===== config.mk =====
export PLATFORM = sky130hd
export DESIGN_NAME = redmule_tcdm_splitter
export DESIGN_NICKNAME = d
export VERILOG_FILES = /design/src/rtl/redmule_tcdm_splitter.sv
export SDC_FILE = /design/constraint.sdc
export NUM_CORES = 1
export LEC_CHECK = 0
export BUFFER_PORTS_ARGS = -buffer_cell sky130_fd_sc_hd__buf_2
export CORE_AREA = 2 2 285 287
export CTS_BUF_LIST = sky130_fd_sc_hd__clkbuf_8 sky130_fd_sc_hd__clkbuf_16
export DETAILED_ROUTE_END_ITERATION = 16
export DIE_AREA = 0 0 287 289
export GPL_TIMING_DRIVEN = 0
export PLACE_DENSITY = 0.36
export SYNTH_ARGS = -nofsm -noshare
export SYNTH_HDL_FRONTEND = slang
export SYNTH_SLANG_ARGS = --single-unit

===== constraint.sdc =====
create_clock -name clk_i -period 2.05 [get_ports clk_i]
set_input_delay 0.1025 -clock clk_i [delete_from_list [all_inputs] [get_ports clk_i]]
set_output_delay 0.1025 -clock clk_i [all_outputs]
set_load 0.01 [all_outputs]

===== src/rtl/redmule_tcdm_splitter.sv =====
// Splits one wide streamer transaction into MP independent 32-bit TCDM lane
// transactions and merges the lane responses back into a single wide response.
//
// Ports:
//   clk_i, rst_ni        clock, asynchronous active-low reset
//   wide_*               streamer side: req/gnt handshake, address of lane 0,
//                        wen (1=read), byte enables, write data, and the merged
//                        read data with a one-cycle valid pulse
//   tcdm_*               per-lane TCDM side: req/gnt, address, wen, be, wdata,
//                        response data and response valid
//
// At most one wide transaction is outstanding. Lanes may be granted in
// different cycles; a granted lane is masked until the whole wide request is
// accepted. Lane responses are buffered as they arrive (even before the last
// lane is granted), and the wide response fires one cycle after the last one.
module redmule_tcdm_splitter #(
    parameter int unsigned DW = 128,  // redmule_pkg DATA_W
    parameter int unsigned MP = DW / 32
) (
    input  logic                  clk_i,
    input  logic                  rst_ni,
    // Wide (streamer) side
    input  logic                  wide_req_i,
    output logic                  wide_gnt_o,
    input  logic [31:0]           wide_add_i,
    input  logic                  wide_wen_i,
    input  logic [DW/8-1:0]       wide_be_i,
    input  logic [DW-1:0]         wide_data_i,
    output logic [DW-1:0]         wide_r_data_o,
    output logic                  wide_r_valid_o,
    // Narrow (TCDM) side
    output logic [MP-1:0]         tcdm_req_o,
    input  logic [MP-1:0]         tcdm_gnt_i,
    output logic [MP-1:0][31:0]   tcdm_add_o,
    output logic [MP-1:0]         tcdm_wen_o,
    output logic [MP-1:0][3:0]    tcdm_be_o,
    output logic [MP-1:0][31:0]   tcdm_data_o,
    input  logic [MP-1:0][31:0]   tcdm_r_data_i,
    input  logic [MP-1:0]         tcdm_r_valid_i
);

    typedef enum logic [1:0] {StIdle, StIssue, StWaitRsp} state_e;

    state_e              state_q, state_d;
    logic [MP-1:0]       issued_q, issued_d;
    logic [MP-1:0]       rsp_mask_q, rsp_mask_d;
    logic [MP-1:0][31:0] rdata_q, rdata_d;
    logic                r_valid_q, r_valid_d;

    logic                issuing;
    logic [MP-1:0]       lane_gnt;
    logic [MP-1:0]       new_rsp;
    logic                rsp_done;

    // Static per-lane payload slicing and address generation (wraps mod 2^32).
    for (genvar i = 0; i < MP; i++) begin : g_lane
        assign tcdm_add_o[i]  = wide_add_i + 32'(4 * i);
        assign tcdm_be_o[i]   = wide_be_i[4*i +: 4];
        assign tcdm_data_o[i] = wide_data_i[32*i +: 32];
    end
    assign tcdm_wen_o = {MP{wide_wen_i}};

    assign issuing  = (state_q == StIdle) || (state_q == StIssue);
    assign lane_gnt = tcdm_req_o & tcdm_gnt_i;
    // Duplicate responses for an already-captured lane are dropped.
    assign new_rsp  = tcdm_r_valid_i & ~rsp_mask_q;
    assign rsp_done = (state_q == StWaitRsp) && (&(rsp_mask_q | tcdm_r_valid_i));

    // State register
    always_ff @(posedge clk_i or negedge rst_ni) begin
        if (!rst_ni) begin
            state_q    <= StIdle;
            issued_q   <= '0;
            rsp_mask_q <= '0;
            rdata_q    <= '0;
            r_valid_q  <= 1'b0;
        end else begin
            state_q    <= state_d;
            issued_q   <= issued_d;
            rsp_mask_q <= rsp_mask_d;
            rdata_q    <= rdata_d;
            r_valid_q  <= r_valid_d;
        end
    end

    // Next-state logic
    always_comb begin
        state_d    = state_q;
        issued_d   = issued_q | lane_gnt;
        rsp_mask_d = rsp_mask_q | new_rsp;
        rdata_d    = rdata_q;
        r_valid_d  = 1'b0;

        for (int i = 0; i < MP; i++) begin
            if (new_rsp[i]) rdata_d[i] = tcdm_r_data_i[i];
        end

        unique case (state_q)
            StIdle: begin
                if (wide_gnt_o)                   state_d = StWaitRsp;
                else if (wide_req_i && |lane_gnt) state_d = StIssue;
            end
            StIssue: begin
                if (wide_gnt_o) state_d = StWaitRsp;
            end
            StWaitRsp: begin
                if (rsp_done) begin
                    state_d    = StIdle;
                    rsp_mask_d = '0;
                    r_valid_d  = 1'b1;
                end
            end
            default: state_d = StIdle;
        endcase

        if (wide_gnt_o) issued_d = '0;
    end

    // Outputs; lane requests are forced low while reset is asserted.
    always_comb begin
        tcdm_req_o = '0;
        wide_gnt_o = 1'b0;
        if (rst_ni && wide_req_i && issuing) begin
            tcdm_req_o = ~issued_q;
            wide_gnt_o = &(issued_q | (~issued_q & tcdm_gnt_i));
        end
    end

    assign wide_r_valid_o = r_valid_q;
    assign wide_r_data_o  = rdata_q;

`ifndef SYNTHESIS
    a_no_dup_rsp : assert property (@(posedge clk_i) disable iff (!rst_ni)
        (tcdm_r_valid_i & rsp_mask_q) == '0)
        else $error("lane response received twice in one transaction");

    a_req_held : assert property (@(posedge clk_i) disable iff (!rst_ni)
        (state_q == StIssue) |-> wide_req_i)
        else $error("wide_req_i dropped before wide grant");
`endif

endmodule


==> results of run 1 <==
timing repair:
action	in CTS	in global routing
gates resized for setup	20	8
setup endpoints to repair	20	22
endpoints found under the hold margin	192	0
cloned	1	0
hold buffers	144	0
setup buffers	4	1
pin swaps	0	2
kinds of logic (layout without fill, tap and decap cells):
family / after synthesis / after routing / synth area share, %
buffers and inverters: 238 / 981 / 20.02
and+or+nand+nor: 154 / 154 / 10.14
DFF: 139 / 139 / 42.25
muxes: 128 / 128 / 17.51
xor gates and xnor gates: 82 / 82 / 8.723
AOI/OAI and AO/OA: 10 / 10 / 0.7599
adders and majority gates: 4 / 4 / 0.6079
report_power, final:
part	leakage (nW)	switching, W	internal (W)
Sequential	1.65	0.000709	0.00411
Clock	0.315	0.00136	0.00210
Combinational	5.10	0.00262	0.00288
Total	7.06	0.00469	0.00908
how the worst min path moves through the flow:
stage / from / endpoint / slack, ns / cells past startpoint
5_1_grt: wide_req_i / state_q[0] / 0.21 / 5
4_1_cts: wide_req_i / state_q[0] / 0.14 / 5
3_5_place_dp: rst_ni / wide_r_data_o[116] / 0.11 / 1
2_1_floorplan: rst_ni / issued_q[0] / -0.19 / 0
3_3_place_gp: tcdm_r_data_i[17] / wide_r_data_o[17] / 0.32 / 2
6_report: wide_req_i / state_q[0] / 0.16 / 5
through the flow:
stage                     worst slack [ns]  std cells  cell area, um2  total power, W
after floorplan                     0.3612        755            8233        0.007589
after global placement              -2.307       2376           12370         0.01011
after detailed placement           -0.5463       2377           12400         0.01013
after CTS                          0.01304       2557           14740         0.01403
after global routing             0.0003908       2558           14790         0.01467
final                              0.04777       2558           14790         0.01377
critical path: cells and delay by family:
kind / cells / cell delay [ns]
compound gates: 1 / 0.07
fa+ha+maj: 1 / 0.15
simple gates: 2 / 0.73
xor+xnor: 1 / 0.21
buf+inv: 4 / 0.61
metal layers:
layer | vias to the layer above | track usage (%) | routed length [um]
met1 | 3823 | 6.809 | 10770
met3 | 38 | 2.362 | 3074
li1 | 3777 | - | -
met4 | 2 | 3.177 | 843
met5 | - | 0 | 9
met2 | 466 | 16.00 | 19590
cell usage in the layout (no fill, tap or decap), drive strengths merged, types with 3 or more instances in the layout:
master / count
dlygate4sd3: 139
buf: 792
a21oi: 6
and4: 5
nor3: 21
nor2b: 5
ha: 4
nand4: 18
clkbuf: 28
inv: 10
nand2: 18
bufinv: 4
nand2b: 6
xor2: 47
and3: 6
mux2: 128
or4: 3
nor4: 5
clkinv: 5
and2: 5
nor2: 43
dfrtp: 139
xnor2: 35
nand3: 15
registers in the layout (all words and copies together), names as in the netlist:
register / cells
rsp_mask_q: 4
wide_r_valid_o: 1
issued_q: 4
wide_r_data_o: 128
state_q: 2
final cells by class:
class                           instances  area, um2
Clock buffer                           18      439.2
Inverter                                7      30.03
Buffer                                230       1624
Tap cell                             1060       1326
Fill cell                            8996      65110
Clock inverter                         14      210.2
Multi-Input combinational cell        378       3236
Sequential cell                       139       3478
Timing Repair Buffer                  712       4447
==> results_tabular.tex, run 1 <==
\begin{tabular}{lr}
\hline
Metric & Value \\
\hline
\multicolumn{2}{l}{\textbf{Run status}} \\
\quad Outcome & completed \\
\multicolumn{2}{l}{\textbf{Pwr}} \\
\quad P\_leak & about 7 nW \\
\quad Power density of the placed cells & around 930 mW/mm2 \\
\quad Worst VDD drop & 0.8207 mV \\
\multicolumn{2}{l}{\textbf{Clock tree}} \\
\quad TritonCTS buffer count & 17 \\
\quad CTS tree & built \\
\quad Root Driver & sky130\_fd\_sc\_hd\_\_clkbuf\_16 \\
\quad Sinks on Clock Net & 139 \\
\quad Clock-pin slew of the registers on the worst-case setup and hold paths & 0.06 ns \\
\quad Clock latency at the later pin of the worst-skew pair & roughly 0.43 ns \\
\quad H-Tree Level Count & 4 \\
\quad Buffer levels on the longest clock path & 2 \\
\multicolumn{2}{l}{\textbf{Timing}} \\
\quad Hold violation total from the final report & 0 \\
\quad Final period utilization & 97.67\% \\
\quad Slew at the pin closest to its max-slew limit & a little under 0.7 ns \\
\quad Clock period minus final worst setup slack & about 2 ns \\
\quad Final Skew & 0.008814 ns \\
\quad Number of setup violations in the final report & 0 \\
\quad Unrepaired setup endpoints after global routing & no \\
\quad Max-slew violation total from the final report & 0 \\
\quad Worst max-slew margin expressed relative to the limit & between 50 and 60\% \\
\quad Aggregate negative setup slack & 0 ns \\
\quad Max frequency & $\sim$500 MHz \\
\quad Tightest hold margin & $\sim$0.16 ns \\
\multicolumn{2}{l}{\textbf{Yosys}} \\
\quad Top post-synthesis cells by count & 193 x sky130\_fd\_sc\_hd\_\_buf\_4, 139 x sky130\_fd\_sc\_hd\_\_dfrtp\_1, 116 x sky130\_fd\_sc\_hd\_\_mux2\_2, 47 x sky130\_fd\_sc\_hd\_\_xor2\_1, 43 x sky130\_fd\_sc\_hd\_\_nor2\_1 \\
\quad Flip-flop cell with the highest count after synthesis & sky130\_fd\_sc\_hd\_\_dfrtp\_1 \\
\quad Netlist Area Pre-Place & approximately 0.0082 mm2 \\
\quad Seq cells post-synth & 139 \\
\quad Avg Synthesized Cell Area & 10.90 um2 \\
\quad Number of distinct library cells after synthesis & 38 \\
\quad Syn Inst Count & roughly 760 \\
\quad Most instantiated library cell after synthesis & sky130\_fd\_sc\_hd\_\_buf\_4 \\
\quad Post-synth top area share & a little over two fifths \\
\quad Async SR Flop Fraction & between 90\% and 100\% \\
\quad Net count after synthesis & around 1,100 \\
\quad Number of synthesis warnings & 0 \\
\quad Largest area contributor in the netlist & sky130\_fd\_sc\_hd\_\_dfrtp\_1 \\
\quad Number of enable flip-flop cells after synthesis & 0 \\
\quad Most area-consuming cells after synthesis & sky130\_fd\_sc\_hd\_\_dfrtp\_1 42\%, sky130\_fd\_sc\_hd\_\_buf\_4 18\%, sky130\_fd\_sc\_hd\_\_mux2\_2 16\% \\
\quad Sequential share of the synthesized area & between 40\% and 50\% \\
\multicolumn{2}{l}{\textbf{Worst setup path}} \\
\quad Kind of start point of the critical path & input pin \\
\quad WP data arrival & between 1.5 and 2 ns \\
\quad Library cell contributing the largest single delay on the critical path & sky130\_fd\_sc\_hd\_\_or4\_4 \\
\quad Sequence of cells on the critical path & buf\_4 > clkinvlp\_4 > ha\_4 > a21oi\_4 > or4\_4 > buf\_8 > nor3\_2 > xor2\_1 > buf\_2 \\
\quad Reg2Reg Capture Point & wide\_r\_data\_o[20] \\
\quad Worst-case reg-to-reg path depth & 4 \\
\quad Capture point of the worst path & tcdm\_add\_o[123] \\
\quad Critical path required time & 1.95 ns \\
\quad Type of the setup path with the least slack & in -> out \\
\quad Slack of the worst reg-to-reg path & around 0.20 ns \\
\quad Worst Path Max Fanout & 10 \\
\quad Max stage delay on crit path & around 0.54 ns \\
\quad Source of the worst register-to-register timing path & rsp\_mask\_q[0] \\
\quad CP startpoint & wide\_add\_i[3] \\
\quad Type of element capturing the critical path & output pin \\
\multicolumn{2}{l}{\textbf{Drt}} \\
\quad Routed vias/inst & $\sim$3.2 \\
\quad Post-detailed-route count of antenna-violating nets & 0 \\
\quad Post-route DRC violation count & 0 \\
\quad Post-DR wirelength/cell & roughly 13 um \\
\quad Vias after detailed routing & roughly 8,000 \\
\quad Total length of routed wires & 34,290 um \\
\quad Violation count after the first detailed-route iteration & between 150 and 200 \\
\quad Number of detailed-routing iterations run before antenna repair & 4 \\
\multicolumn{2}{l}{\textbf{Floorplan}} \\
\quad Top-Level Pins & 726 \\
\quad Horiz. Die Dim & $\sim$290 um \\
\quad Core area & 0.07990 mm2 \\
\quad \# rows & around 100 \\
\quad DIE AREA & 0.08294 mm2 \\
\quad Height of the die & around 290 um \\
\quad Effective utilization at floorplan & between 10\% and 20\% \\
\multicolumn{2}{l}{\textbf{Layout}} \\
\quad Final cell utilization of the core & between 15 and 20\% \\
\quad Final \#Nets & between 1,500 and 2,000 \\
\quad Diode insertion count for antenna repair & 0 \\
\quad Layout cell share with drive strength beyond 1 & a little under two thirds \\
\quad Area growth from synthesis to layout & 79.65\% \\
\multicolumn{2}{l}{\textbf{Hold path}} \\
\quad Worst min-delay path class & in -> reg \\
\multicolumn{2}{l}{\textbf{Place}} \\
\quad Quantity of I/O buffers inserted on ports & 561 \\
\quad HPWL reported at the end of detailed placement & between 20,000 and 30,000 um \\
\quad GP Congestion & between 0.8 and 0.9 \\
\multicolumn{2}{l}{\textbf{Global routing}} \\
\quad Pin count of the biggest net entering global routing & 53 \\
\quad Via count of the first global-routing pass & between 8,000 and 9,000 \\
\quad Wire length of the first global-routing pass & between 40,000 and 50,000 um \\
\quad Overall routing resource usage & about 7.8\% \\
\quad Total congestion overflow & 0 \\
\quad Initial antenna violation count & 1 \\
\multicolumn{2}{l}{\textbf{Flow run}} \\
\quad Number of max-cap violations & 0 \\
\hline
\end{tabular}
Power figures use the tool's default switching activity.
==> run 2, diff against run 1 <==
Settings changed: BUFFER_PORTS_ARGS -buffer_cell sky130_fd_sc_hd__buf_2 to -buffer_cell sky130_fd_sc_hd__buf_4, CELL_PAD_IN_SITES_DETAIL_PLACEMENT set to 1, CELL_PAD_IN_SITES_GLOBAL_PLACEMENT set to 1, CORE_AREA 2 2 285 287 to 2 2 284 286, DIE_AREA 0 0 287 289 to 0 0 286 288, PLACE_DENSITY 0.36 to 0.45, RECOVER_POWER set to 100.
==> run 2 against run 1 <==
The flow now finishes with violations (negative hold slack, max-capacitance violations, max-slew violations); sequential power up 1%; global-route usage up 0.99 points; sequential share of layout area down 0.73 points; clock power down 12%; register-to-register slack about the same; routed wire length up 13%; first-iteration DRC count down 29%; fmax down 0.84%; critical path type unchanged; critical endpoint is now tcdm_add_o[62].
==> results_tabular.tex, run 2 (same netlist as run 1, synthesis figures left out) <==
\begin{tabular}{lr}
\hline
Metric & Value \\
\hline
\multicolumn{2}{l}{\textbf{Worst setup path}} \\
\quad Reg2Reg Capture Point & wide\_r\_data\_o[40] (was wide\_r\_data\_o[20]) \\
\quad Critical path required time & 1.95 ns (about the same) \\
\quad Worst Path Max Fanout & 7 (was 10) \\
\quad Type of element capturing the critical path & output pin (unchanged) \\
\quad WP data arrival & 1.92 ns (was 1.90 ns) \\
\quad Slack of the worst reg-to-reg path & 0.20 ns (about the same) \\
\quad Kind of start point of the critical path & input pin (unchanged) \\
\quad Worst-case reg-to-reg path depth & 4 (unchanged) \\
\quad Source of the worst register-to-register timing path & rsp\_mask\_q[1] (was rsp\_mask\_q[0]) \\
\quad Type of the setup path with the least slack & in -> out (unchanged) \\
\multicolumn{2}{l}{\textbf{Drt}} \\
\quad Top routing layer in use & met4 (was met5) \\
\quad Routed vias/inst & 3.220 (was 3.169) \\
\quad Vias after detailed routing & 8,225 (was 8,106) \\
\quad Post-detailed-route count of antenna-violating nets & 0 (unchanged) \\
\quad Violation count after the first detailed-route iteration & 124 (was 175) \\
\quad Routed met1 length & 12,590 um (was 10,770 um) \\
\quad Total length of routed wires & 38,670 um (was 34,290 um) \\
\quad Post-route DRC violation count & 0 (unchanged) \\
\quad WL met2 & 21,030 um (was 19,590 um) \\
\quad Met3 wire length & 4418 um (was 3074 um) \\
\quad Post-DR wirelength/cell & 15.14 um (was 13.40 um) \\
\quad Number of detailed-routing iterations run before antenna repair & 6 (was 4) \\
\multicolumn{2}{l}{\textbf{Run status}} \\
\quad Failing checks & negative hold slack, max-capacitance violations, max-slew violations \\
\quad Outcome & finished, violations left (was completed) \\
\multicolumn{2}{l}{\textbf{Place}} \\
\quad GP Congestion & 0.8334 (was 0.8079) \\
\quad Quantity of I/O buffers inserted on ports & 561 (unchanged) \\
\quad Placed cell count & 2,377 (unchanged) \\
\quad HPWL reported at the end of detailed placement & 31,690 um (was 28,200 um) \\
\multicolumn{2}{l}{\textbf{Clock tree}} \\
\quad TritonCTS buffer count & 17 (unchanged) \\
\quad H-Tree Level Count & 4 (unchanged) \\
\quad Clock latency at the later pin of the worst-skew pair & 0.44 ns (was 0.43 ns) \\
\quad Clock-pin slew of the registers on the worst-case setup and hold paths & 0.07 ns (was 0.06 ns) \\
\quad Buffer levels on the longest clock path & 2 (unchanged) \\
\quad CTS tree & built (unchanged) \\
\quad Sinks on Clock Net & 139 (unchanged) \\
\quad Root Driver & sky130\_fd\_sc\_hd\_\_clkbuf\_16 (unchanged) \\
\multicolumn{2}{l}{\textbf{Floorplan}} \\
\quad Height of the die & 288 um (was 289 um) \\
\quad Top-Level Pins & 726 (unchanged) \\
\quad Effective utilization at floorplan & 10.34\% (was 10.30\%) \\
\quad Horiz. Die Dim & 286 um (was 287 um) \\
\quad Core area & 0.07964 mm2 (was 0.07990 mm2) \\
\quad \# rows & 104 (unchanged) \\
\quad DIE AREA & 0.08237 mm2 (was 0.08294 mm2) \\
\multicolumn{2}{l}{\textbf{Layout}} \\
\quad Layout cell share with drive strength beyond 1 & 52.07\% (was 63.89\%) \\
\quad Number of flip-flops under the largest register name & 128 (unchanged) \\
\quad Final cell utilization of the core & 19.17\% (was 18.51\%) \\
\quad Diode insertion count for antenna repair & 0 (unchanged) \\
\quad Leading cell types in the layout, fill and taps excluded & 583 x sky130\_fd\_sc\_hd\_\_buf\_4, 184 x sky130\_fd\_sc\_hd\_\_clkbuf\_1, 140 x sky130\_fd\_sc\_hd\_\_dlygate4sd3\_1 (was 570 x sky130\_fd\_sc\_hd\_\_buf\_2, 199 x sky130\_fd\_sc\_hd\_\_buf\_4, 139 x sky130\_fd\_sc\_hd\_\_dlygate4sd3\_1, 139 x sky130\_fd\_sc\_hd\_\_dfrtp\_1, 116 x sky130\_fd\_sc\_hd\_\_mux2\_2) \\
\quad Area growth from synthesis to layout & 85.44\% (was 79.65\%) \\
\quad Most common cell after layout, fill and taps aside & sky130\_fd\_sc\_hd\_\_buf\_4 (was sky130\_fd\_sc\_hd\_\_buf\_2) \\
\quad Final \#Nets & 1,801 (was 1,805) \\
\quad Number of inserted filler cells in the final layout & 9,406 (was 8,996) \\
\quad Final cell count without fillers & 2,554 (was 2,558) \\
\multicolumn{2}{l}{\textbf{Timing}} \\
\quad Final period utilization & 98.50\% (was 97.67\%) \\
\quad Max-slew violation total from the final report & 35 (was 0) \\
\quad Clock period minus final worst setup slack & 2.019 ns (was 2.002 ns) \\
\quad Worst max-slew margin expressed relative to the limit & -12.50\% (was 54.58\%) \\
\quad Number of setup violations in the final report & 0 (unchanged) \\
\quad Slew at the pin closest to its max-slew limit & 1.688 ns (was 0.6813 ns) \\
\quad Tightest hold margin & -0.4305 ns (was 0.1622 ns) \\
\quad Max frequency & 495.2 MHz (was 499.4 MHz) \\
\quad Hold violation total from the final report & 69 (was 0) \\
\quad Unrepaired setup endpoints after global routing & yes (was no) \\
\quad Final Skew & 0.01774 ns (was 0.008814 ns) \\
\multicolumn{2}{l}{\textbf{Hold path}} \\
\quad Worst min-delay path class & in -> async (was in -> reg) \\
\multicolumn{2}{l}{\textbf{Global routing}} \\
\quad Overall routing resource usage & 8.743\% (was 7.754\%) \\
\quad Pin count of the biggest net entering global routing & 71 (was 53) \\
\quad Wire length of the first global-routing pass & 55,010 um (was 49,390 um) \\
\quad Total congestion overflow & 0 (unchanged) \\
\quad Initial antenna violation count & 0 (was 1) \\
\quad Via count of the first global-routing pass & 9,039 (was 8,538) \\
\multicolumn{2}{l}{\textbf{Pwr}} \\
\quad Power density of the placed cells & 938.7 mW/mm2 (was 931.3 mW/mm2) \\
\quad P\_leak & 6.808 nW (was 7.065 nW) \\
\quad Worst VDD drop & 0.6086 mV (was 0.8207 mV) \\
\multicolumn{2}{l}{\textbf{Flow run}} \\
\quad Number of max-cap violations & 1 (was 0) \\
\hline
\end{tabular}
==> run 2: layout make-up <==
type / instances / area [um2] / share of cell area, %
clock inverter: 15 / 128.9 / 0.8441
timing repair buffer: 707 / 5012 / 32.83
multi-input combinational: 378 / 3229 / 21.15
inverter: 7 / 28.78 / 0.1885
buffer: 231 / 1638 / 10.73
tap: 1060 / 1326 / 8.687
sequential: 139 / 3478 / 22.78
clock buffer: 17 / 425.4 / 2.786
==> run 2: where the power goes <==
part           total, W  internal [W]  switching [W]
clock           0.00303       0.00159        0.00143
combinational   0.00643       0.00363        0.00280
sequential      0.00487       0.00411       0.000764
==> run 2: repair_timing <==
action | in CTS | in global routing
pin swaps | 2 | 1
setup buffers | 3 | 0
endpoints found under the setup margin | 41 | 30
gates cloned | 0 | 1
hold buffers | 139 | 2
hold endpoints to repair | 208 | 84
gates resized for setup | 27 | 6
==> run 2: worst max-delay path by stage <==
stage / start / end / slack, ns / depth (start not counted)
detailed placement: rst_ni / wide_gnt_o / -0.59 / 6
finish: wide_add_i[3] / tcdm_add_o[62] / 0.03 / 7
CTS: wide_add_i[3] / tcdm_add_o[62] / -0.02 / 7
global route: wide_add_i[3] / tcdm_add_o[62] / -0.09 / 7
global placement: rst_ni / wide_gnt_o / -1.18 / 5
floorplan: wide_add_i[3] / tcdm_add_o[123] / 0.36 / 7
==> run 2: stage by stage <==
step | setup TNS, ns | area [um2] | hold slack (ns) | total power (W) | worst slack, ns
after detailed placement | -7.582 | 13800 | 0.1912 | 0.01137 | -0.5926
final | 0 | 15270 | -0.4305 | 0.01433 | 0.03080
after floorplan | 0 | 8233 | -0.1931 | 0.007589 | 0.3612
after global placement | -12.92 | 13770 | 0.3194 | 0.01128 | -1.178
after global routing | -0.3016 | 15270 | -0.4294 | 0.01536 | -0.09404
after CTS | -0.02171 | 15910 | -0.4305 | 0.01482 | -0.02171
==> run 2: critical path, stage by stage <==
cell and delay (ns):
sky130_fd_sc_hd__buf_4 0.18, sky130_fd_sc_hd__ha_1 0.33, sky130_fd_sc_hd__inv_1 0.11, sky130_fd_sc_hd__nor4_2 0.58
sky130_fd_sc_hd__nand4_1 0.19, sky130_fd_sc_hd__xnor2_1 0.26, sky130_fd_sc_hd__buf_4 0.17
==> run 2: metal layers <==
layer  up-vias  track usage [%]
li1       3771                -
met1      3952            8.207
met2       468            16.86
met3        34            3.930
met4         0            2.552
met5         -                0
